<file path="src/rtl/ctrl_fsm_if.sv">
// Bundle between the control sequencer and its environment: the program-ROM handshake in,
// and the state/IR/counter fields out to the control-signal decode unit.
interface ctrl_fsm_if #(
  parameter int unsigned IW = 16,
  parameter int unsigned CW = 16
);
  logic [IW-1:0] rom_data;
  logic          rom_valid;
  logic          step;
  logic [3:0]    state;
  logic [3:0]    opcode;
  logic [3:0]    rd;
  logic [3:0]    rs;
  logic [3:0]    rt;
  logic          halted;
  logic [CW-1:0] instr_count;

  modport master (
    output rom_data, rom_valid, step,
    input  state, opcode, rd, rs, rt, halted, instr_count
  );

  modport slave (
    input  rom_data, rom_valid, step,
    output state, opcode, rd, rs, rt, halted, instr_count
  );
endinterface

</file>
<file path="src/rtl/ctrl_fsm.sv">
// Main control sequencer: fetch, ROM wait, decode, ALU op, store; owns the instruction register.
// Optional single-step stall in S_STORE_RES and NOP decode is built when CTRL_STEP_EN is defined.
module ctrl_fsm #(
  parameter int unsigned IW = 16,
  parameter int unsigned CW = 16
) (
  input logic          clk_i,
  input logic          reset_i,
  ctrl_fsm_if.slave    bus
);

  typedef enum logic [3:0] {
    StReset    = 4'd0,
    StFetch    = 4'd1,
    StWaitRom  = 4'd2,
    StDecode   = 4'd3,
    StUlaOp    = 4'd4,
    StStoreRes = 4'd5,
    StHalt     = 4'd6
  } state_e;

  localparam logic [3:0] OpNop  = 4'hE;
  localparam logic [3:0] OpHalt = 4'hF;

  state_e        state_q;
  logic [IW-1:0] ir_q;
  logic [CW-1:0] cnt_q;
  logic          halted_q;
  logic          step_ok;
  logic [3:0]    op;

`ifdef CTRL_STEP_EN
  assign step_ok = bus.step;
`else
  assign step_ok = 1'b1;
`endif

  assign op = ir_q[IW-1 -: 4];

  always_ff @(posedge clk_i) begin
    if (reset_i) begin
      state_q  <= StReset;
      ir_q     <= '0;
      cnt_q    <= '0;
      halted_q <= 1'b0;
    end else begin
      halted_q <= 1'b0;
      unique case (state_q)
        StReset: state_q <= StFetch;
        StFetch: state_q <= StWaitRom;
        StWaitRom: begin
          if (bus.rom_valid) begin
            ir_q    <= bus.rom_data;
            state_q <= StDecode;
          end
        end
        StDecode: begin
          if (op == OpHalt) begin
            state_q  <= StHalt;
            halted_q <= 1'b1;
          end else if (op == OpNop) begin
            if (step_ok) begin
              state_q <= StFetch;
              cnt_q   <= cnt_q + CW'(1);
            end
          end else begin
            state_q <= StUlaOp;
          end
        end
        StUlaOp: state_q <= StStoreRes;
        StStoreRes: begin
          if (step_ok) begin
            state_q <= StFetch;
            cnt_q   <= cnt_q + CW'(1);
          end
        end
        StHalt: halted_q <= 1'b1;
        // Unused codes recover through reset state.
        default: state_q <= StReset;
      endcase
    end
  end

  assign bus.state       = state_q;
  assign bus.opcode      = ir_q[IW-1 -: 4];
  assign bus.rd          = ir_q[IW-5 -: 4];
  assign bus.rs          = ir_q[IW-9 -: 4];
  assign bus.rt          = ir_q[IW-13 -: 4];
  assign bus.halted      = halted_q;
  assign bus.instr_count = cnt_q;

endmodule

</file>
<file path="src/flat_wrapper.sv">
// flat-port wrapper written by rule: the top's interface ports become plain ports
module ctrl_fsm_flat 
#(
  parameter int unsigned IW = 16,
  parameter int unsigned CW = 16
)
  (clk_i, reset_i, bus_rom_data, bus_rom_valid, bus_step, bus_state, bus_opcode, bus_rd, bus_rs, bus_rt, bus_halted, bus_instr_count);
  ctrl_fsm_if #(.IW(IW), .CW(CW)) bus_i ();
  input logic clk_i;
  input logic reset_i;
  input wire logic [$bits(bus_i.rom_data)-1:0] bus_rom_data;
  input wire logic [$bits(bus_i.rom_valid)-1:0] bus_rom_valid;
  input wire logic [$bits(bus_i.step)-1:0] bus_step;
  output wire logic [$bits(bus_i.state)-1:0] bus_state;
  output wire logic [$bits(bus_i.opcode)-1:0] bus_opcode;
  output wire logic [$bits(bus_i.rd)-1:0] bus_rd;
  output wire logic [$bits(bus_i.rs)-1:0] bus_rs;
  output wire logic [$bits(bus_i.rt)-1:0] bus_rt;
  output wire logic [$bits(bus_i.halted)-1:0] bus_halted;
  output wire logic [$bits(bus_i.instr_count)-1:0] bus_instr_count;
  assign bus_i.rom_data = bus_rom_data;
  assign bus_i.rom_valid = bus_rom_valid;
  assign bus_i.step = bus_step;
  assign bus_state = bus_i.state;
  assign bus_opcode = bus_i.opcode;
  assign bus_rd = bus_i.rd;
  assign bus_rs = bus_i.rs;
  assign bus_rt = bus_i.rt;
  assign bus_halted = bus_i.halted;
  assign bus_instr_count = bus_i.instr_count;
  ctrl_fsm #(.IW(IW), .CW(CW)) u_core (.clk_i(clk_i), .reset_i(reset_i), .bus(bus_i));
endmodule
</file>
<file path="config.mk">
export PLATFORM = sky130hd
export DESIGN_NAME = ctrl_fsm_flat
export DESIGN_NICKNAME = d
export VERILOG_FILES = /design/src/rtl/ctrl_fsm_if.sv /design/src/rtl/ctrl_fsm.sv /design/src/flat_wrapper.sv
export SDC_FILE = /design/constraint.sdc
export NUM_CORES = 1
export LEC_CHECK = 0
export CAP_MARGIN = 30
export CELL_PAD_IN_SITES_DETAIL_PLACEMENT = 2
export CELL_PAD_IN_SITES_GLOBAL_PLACEMENT = 2
export CORE_MARGIN = 2
export CORE_UTILIZATION = 24
export DETAILED_ROUTE_END_ITERATION = 7
export PLACE_DENSITY_LB_ADDON = 0.1
export SYNTH_ARGS = -nofsm -noshare
export SYNTH_HDL_FRONTEND = slang
export SYNTH_SLANG_ARGS = --single-unit
</file>
<file path="constraint.sdc">
create_clock -name clk_i -period 2.55 [get_ports clk_i]
set_clock_uncertainty 0.1 [all_clocks]
set_input_delay 0.51 -clock clk_i [delete_from_list [all_inputs] [get_ports clk_i]]
set_output_delay 0.51 -clock clk_i [all_outputs]
set_load 0.05 [all_outputs]
</file>
==> metrics.md <==
| Metric | Value |
|---|---|
| Combinational share of power | 15.2% |
| Max Clock Freq | 439.1 MHz |
| Final hold vios | 0 |
| CTS tree | built |
| Min-Delay Path Class | reg -> reg |
| DRT Wirelength | 4861 um |
| Die area | 7277 sq um |
| Simple-gate area share of the yosys netlist | 29.26% |
| Via count | 1617 |
| Min Tclk post-route | 2.277 ns |
| Top Family by Delay on Critical Path | buffers and inverters |
| Die width | 85.31 um |
| Filler instances | 751 |
| Skew-Pair Late Insertion Delay | 0.29 ns |
| Final ANT Viol Nets | 0 |
| Htree depth | 2 |
| Hold Crit Depth | 2 |
| Worst Path Required | 1.94 ns |
| First-pass GRT wire length | 8169 um |
| Crit path capture type | primary output |
| Worst slew pin tran | 0.6938 ns |
| PD cells | 529.1 nW/um^2 |
| Register-to-Register Path Depth | 6 |
| Setup Fix Bufs, Post-CTS | 0 |
| CTS Buf Count | 5 |
| Die extent in y | 85.31 um |
| Residual DRC | 0 |
| Critical-path cell list | clkdlybuf4s50_1 |
| Sequential area share after synthesis | 45.43% |
| Max cap viols | 0 |
| Critical path buffers and inverters | 1 |
| Synthesis warning total | 0 |
| Pre-CTS WS | 0.4531 ns |
| # setup viols final | 0 |
| Compound-gate portion of the synthesized area | 18.69% |
| Placer Congestion | 0.7310 |
| Fraction of the mapped netlist area in adder cells | 0.7886% |
| Clock network power share | 36.0% |
| Mapped Avg Cell Area | 8.263 sq um |
| Reg power frac | 48.8% |
| RSZ-0062 raised after global routing | no |
| Period utilization | 89.30% |
| XOR/XNOR Fraction of Synth Area | 0% |
| Critical Path Slowest Stage Cell | clkdlybuf4s50_1 |
| Critical path class | reg -> out |
| Initial Utilization | 24.84% |
| Lkg Pwr | 0.7508 nW |
| CP peak stage delay | 0.87 ns |
| Crit path arrival time | 1.67 ns |
| WL/cell | 15.00 um |
| Gate Count Post-Synth | 192 |
| Crit path depth | 1 |
| Max FO, Critical Path | 7 |
| I/O Buffers | 54 |
| Nets | 267 |
| Core Footprint | 6386 sq um |
| Post-Syn Nets | 213 |
| Synth Register Bits | 36 |
| Root Buffer Master | clkbuf_8 |
| Relative slew slack | 53.75% |
| Clock tree sinks | 36 |
| VDD IR max | 0.1773 mV |
| Post-CTS Hold Buffers | 0 |
| Outcome | finished, final reports clean |
| IO Pins | 57 |
| Grt total ovfl | 0 |
| NetSw | 0.3462 mW |
| Std cell rows | 29 |
| Int Pwr | 0.8707 mW |
| Vias in the first global route | 1659 |
| Share of layout cells above drive strength 1 | 7.287% |
| Setup crit start kind | flip-flop |
| Area grow syn2layout | 44.95% |
| Clock Path Buffers | 2 |
| CTS resizes | 0 |
| Via density | 4.991 |
| Setup WS post-layout | 0.2728 ns |
| Setup_tns | 0 ns |
| Antenna Diode Count | 0 |
| 1st-iter DRT viols | 52 |
| Tot GR Track Use | 14.15% |
| Switching Fraction | 28.45% |
| Clock transition at the registers of the reported paths | 0.08 ns |
| Mux contribution to synthesized area | 0.7098% |
| DP Wirelength | 3546 um |
| Largest family of logic cells by synthesized area | simple AND/OR/NAND/NOR gates |
| DR pass1 iterations | 3 |
| Number of distinct library cells after synthesis | 35 |
| Max-slew violations | 0 |
| Initial antenna violation count | 0 |
| Post-Syn Area | 1587 sq um |
| Largest net degree at the start of global routing | 19 |
## stage by stage
stage	hold WS (ns)	area, sq um	std cells	utilization [%]	total power [mW]
6_report	0.3566	2300	324	36.01	1.217
4_1_cts	0.3618	2300	324	36.01	1.242
3_5_place_dp	0.3501	2210	316	34.60	0.7953
5_1_grt	0.3805	2300	324	36.01	1.285
3_3_place_gp	0.3453	2210	316	34.60	0.7943
2_1_floorplan	0.5460	1587	192	-	0.7164
## power by group through the flow
stage / sequential, mW / combinational, mW / clock, mW
finish: 0.594 / 0.184 / 0.438
global route: 0.598 / 0.200 / 0.487
CTS: 0.595 / 0.189 / 0.458
detailed placement: 0.608 / 0.188 / 0
global placement: 0.608 / 0.186 / 0
floorplan: 0.652 / 0.0646 / 0
## registers in the layout (all words and copies together) (netlist names)
signal / flops
u_core.ir_q: 16
u_core.bus.state: 3
u_core.bus.halted: 1
u_core.bus.instr_count: 16
## placed cells by master (no fill, tap or decap), drive strengths merged
| cell | instances |
|---|---|
| clkdlybuf4s50 | 54 |
| nand2 | 38 |
| dfxtp | 36 |
| a21oi | 33 |
| o31ai | 12 |
| or4 | 12 |
| clkbuf | 8 |
| nor2 | 6 |
| buf | 6 |
| nor2b | 5 |
| inv | 5 |
| nand3 | 5 |
| or3 | 3 |
| o21ai | 3 |
| and4 | 3 |
| nand4 | 3 |
| and2 | 2 |
| and2b | 1 |
| and4b | 1 |
| a211oi | 1 |
| a31oi | 1 |
| o22a | 1 |
| and3b | 1 |
| nand3b | 1 |
| nor4 | 1 |
| mux2 | 1 |
| nor3 | 1 |
| nor3b | 1 |
| ha | 1 |
| conb | 1 |
## cells in the mapped netlist
cell type / instances / share of area (%)
nand2_1: 38 / 9.0
dfxtp_1: 36 / 45
a21oi_1: 32 / 10
o31ai_1: 12 / 5.7
or4_1: 11 / 5.2
clkbuf_1: 9 / 2.1
nor2_1: 6 / 1.4
inv_1: 5 / 1.2
nand3_1: 5 / 1.6
nor2b_1: 5 / 2.0
o21ai_0: 3 / 0.95
or3_1: 3 / 1.2
and2_1: 2 / 0.79
and4_1: 2 / 1.1
buf_2: 2 / 0.63
buf_4: 2 / 0.95
a211oi_1: 1 / 0.47
a21oi_2: 1 / 0.55
a31oi_1: 1 / 0.39
and2b_1: 1 / 0.47
and3b_1: 1 / 0.55
and4_2: 1 / 0.63
and4b_1: 1 / 0.63
conb_1: 1 / 0.24
ha_1: 1 / 0.79
mux2_2: 1 / 0.71
nand3b_1: 1 / 0.47
nand4_1: 1 / 0.39
nand4_2: 1 / 0.79
nand4_4: 1 / 1.3
nor3_1: 1 / 0.32
nor3b_1: 1 / 0.47
nor4_1: 1 / 0.39
o22a_1: 1 / 0.55
or4_2: 1 / 0.55
## cell families (layout without fill, tap and decap cells)
group                    after synthesis  after routing
AND/OR/NAND/NOR                       84             84
other                                  1              1
AO/OA/AOI/OAI                         51             51
flip-flops                            36             36
adder cells (fa/ha/maj)                1              1
multiplexers                           1              1
buffers and inverters                 18             73
## layout make-up
| class | instances | area [sq um] | share of cell area [%] |
|---|---|---|---|
| tap | 77 | 96.34 | 4.189 |
| timing repair buffer | 60 | 585.6 | 25.46 |
| inverter | 5 | 18.77 | 0.8161 |
| clock buffer | 8 | 90.09 | 3.917 |
| multi-input combinational | 138 | 788.3 | 34.28 |
| sequential | 36 | 720.7 | 31.34 |
## worst paths after layout
| kind | startpoint | end | slack (ns) |
|---|---|---|---|
| setup / recovery | u_core.bus.state[0] | bus_state[0] | 0.27 |
| hold / removal | u_core.ir_q[10] | u_core.ir_q[10] | 0.36 |
| setup reg to reg | u_core.bus.state[1] | u_core.bus.instr_count[6] | 0.47 |
| hold reg to reg | u_core.ir_q[10] | u_core.ir_q[10] | 0.36 |
## routing by layer
metal / track usage (%) / share of wire (%) / vias up
li1: - / - / 789
met1: 16.64 / 43 / 782
met2: 23.72 / 48 / 40
met3: 5.837 / 7.7 / 6
met4: 3.896 / 1.3 / 0
met5: 0 / 0 / -
(Power assumes the default switching activity.)
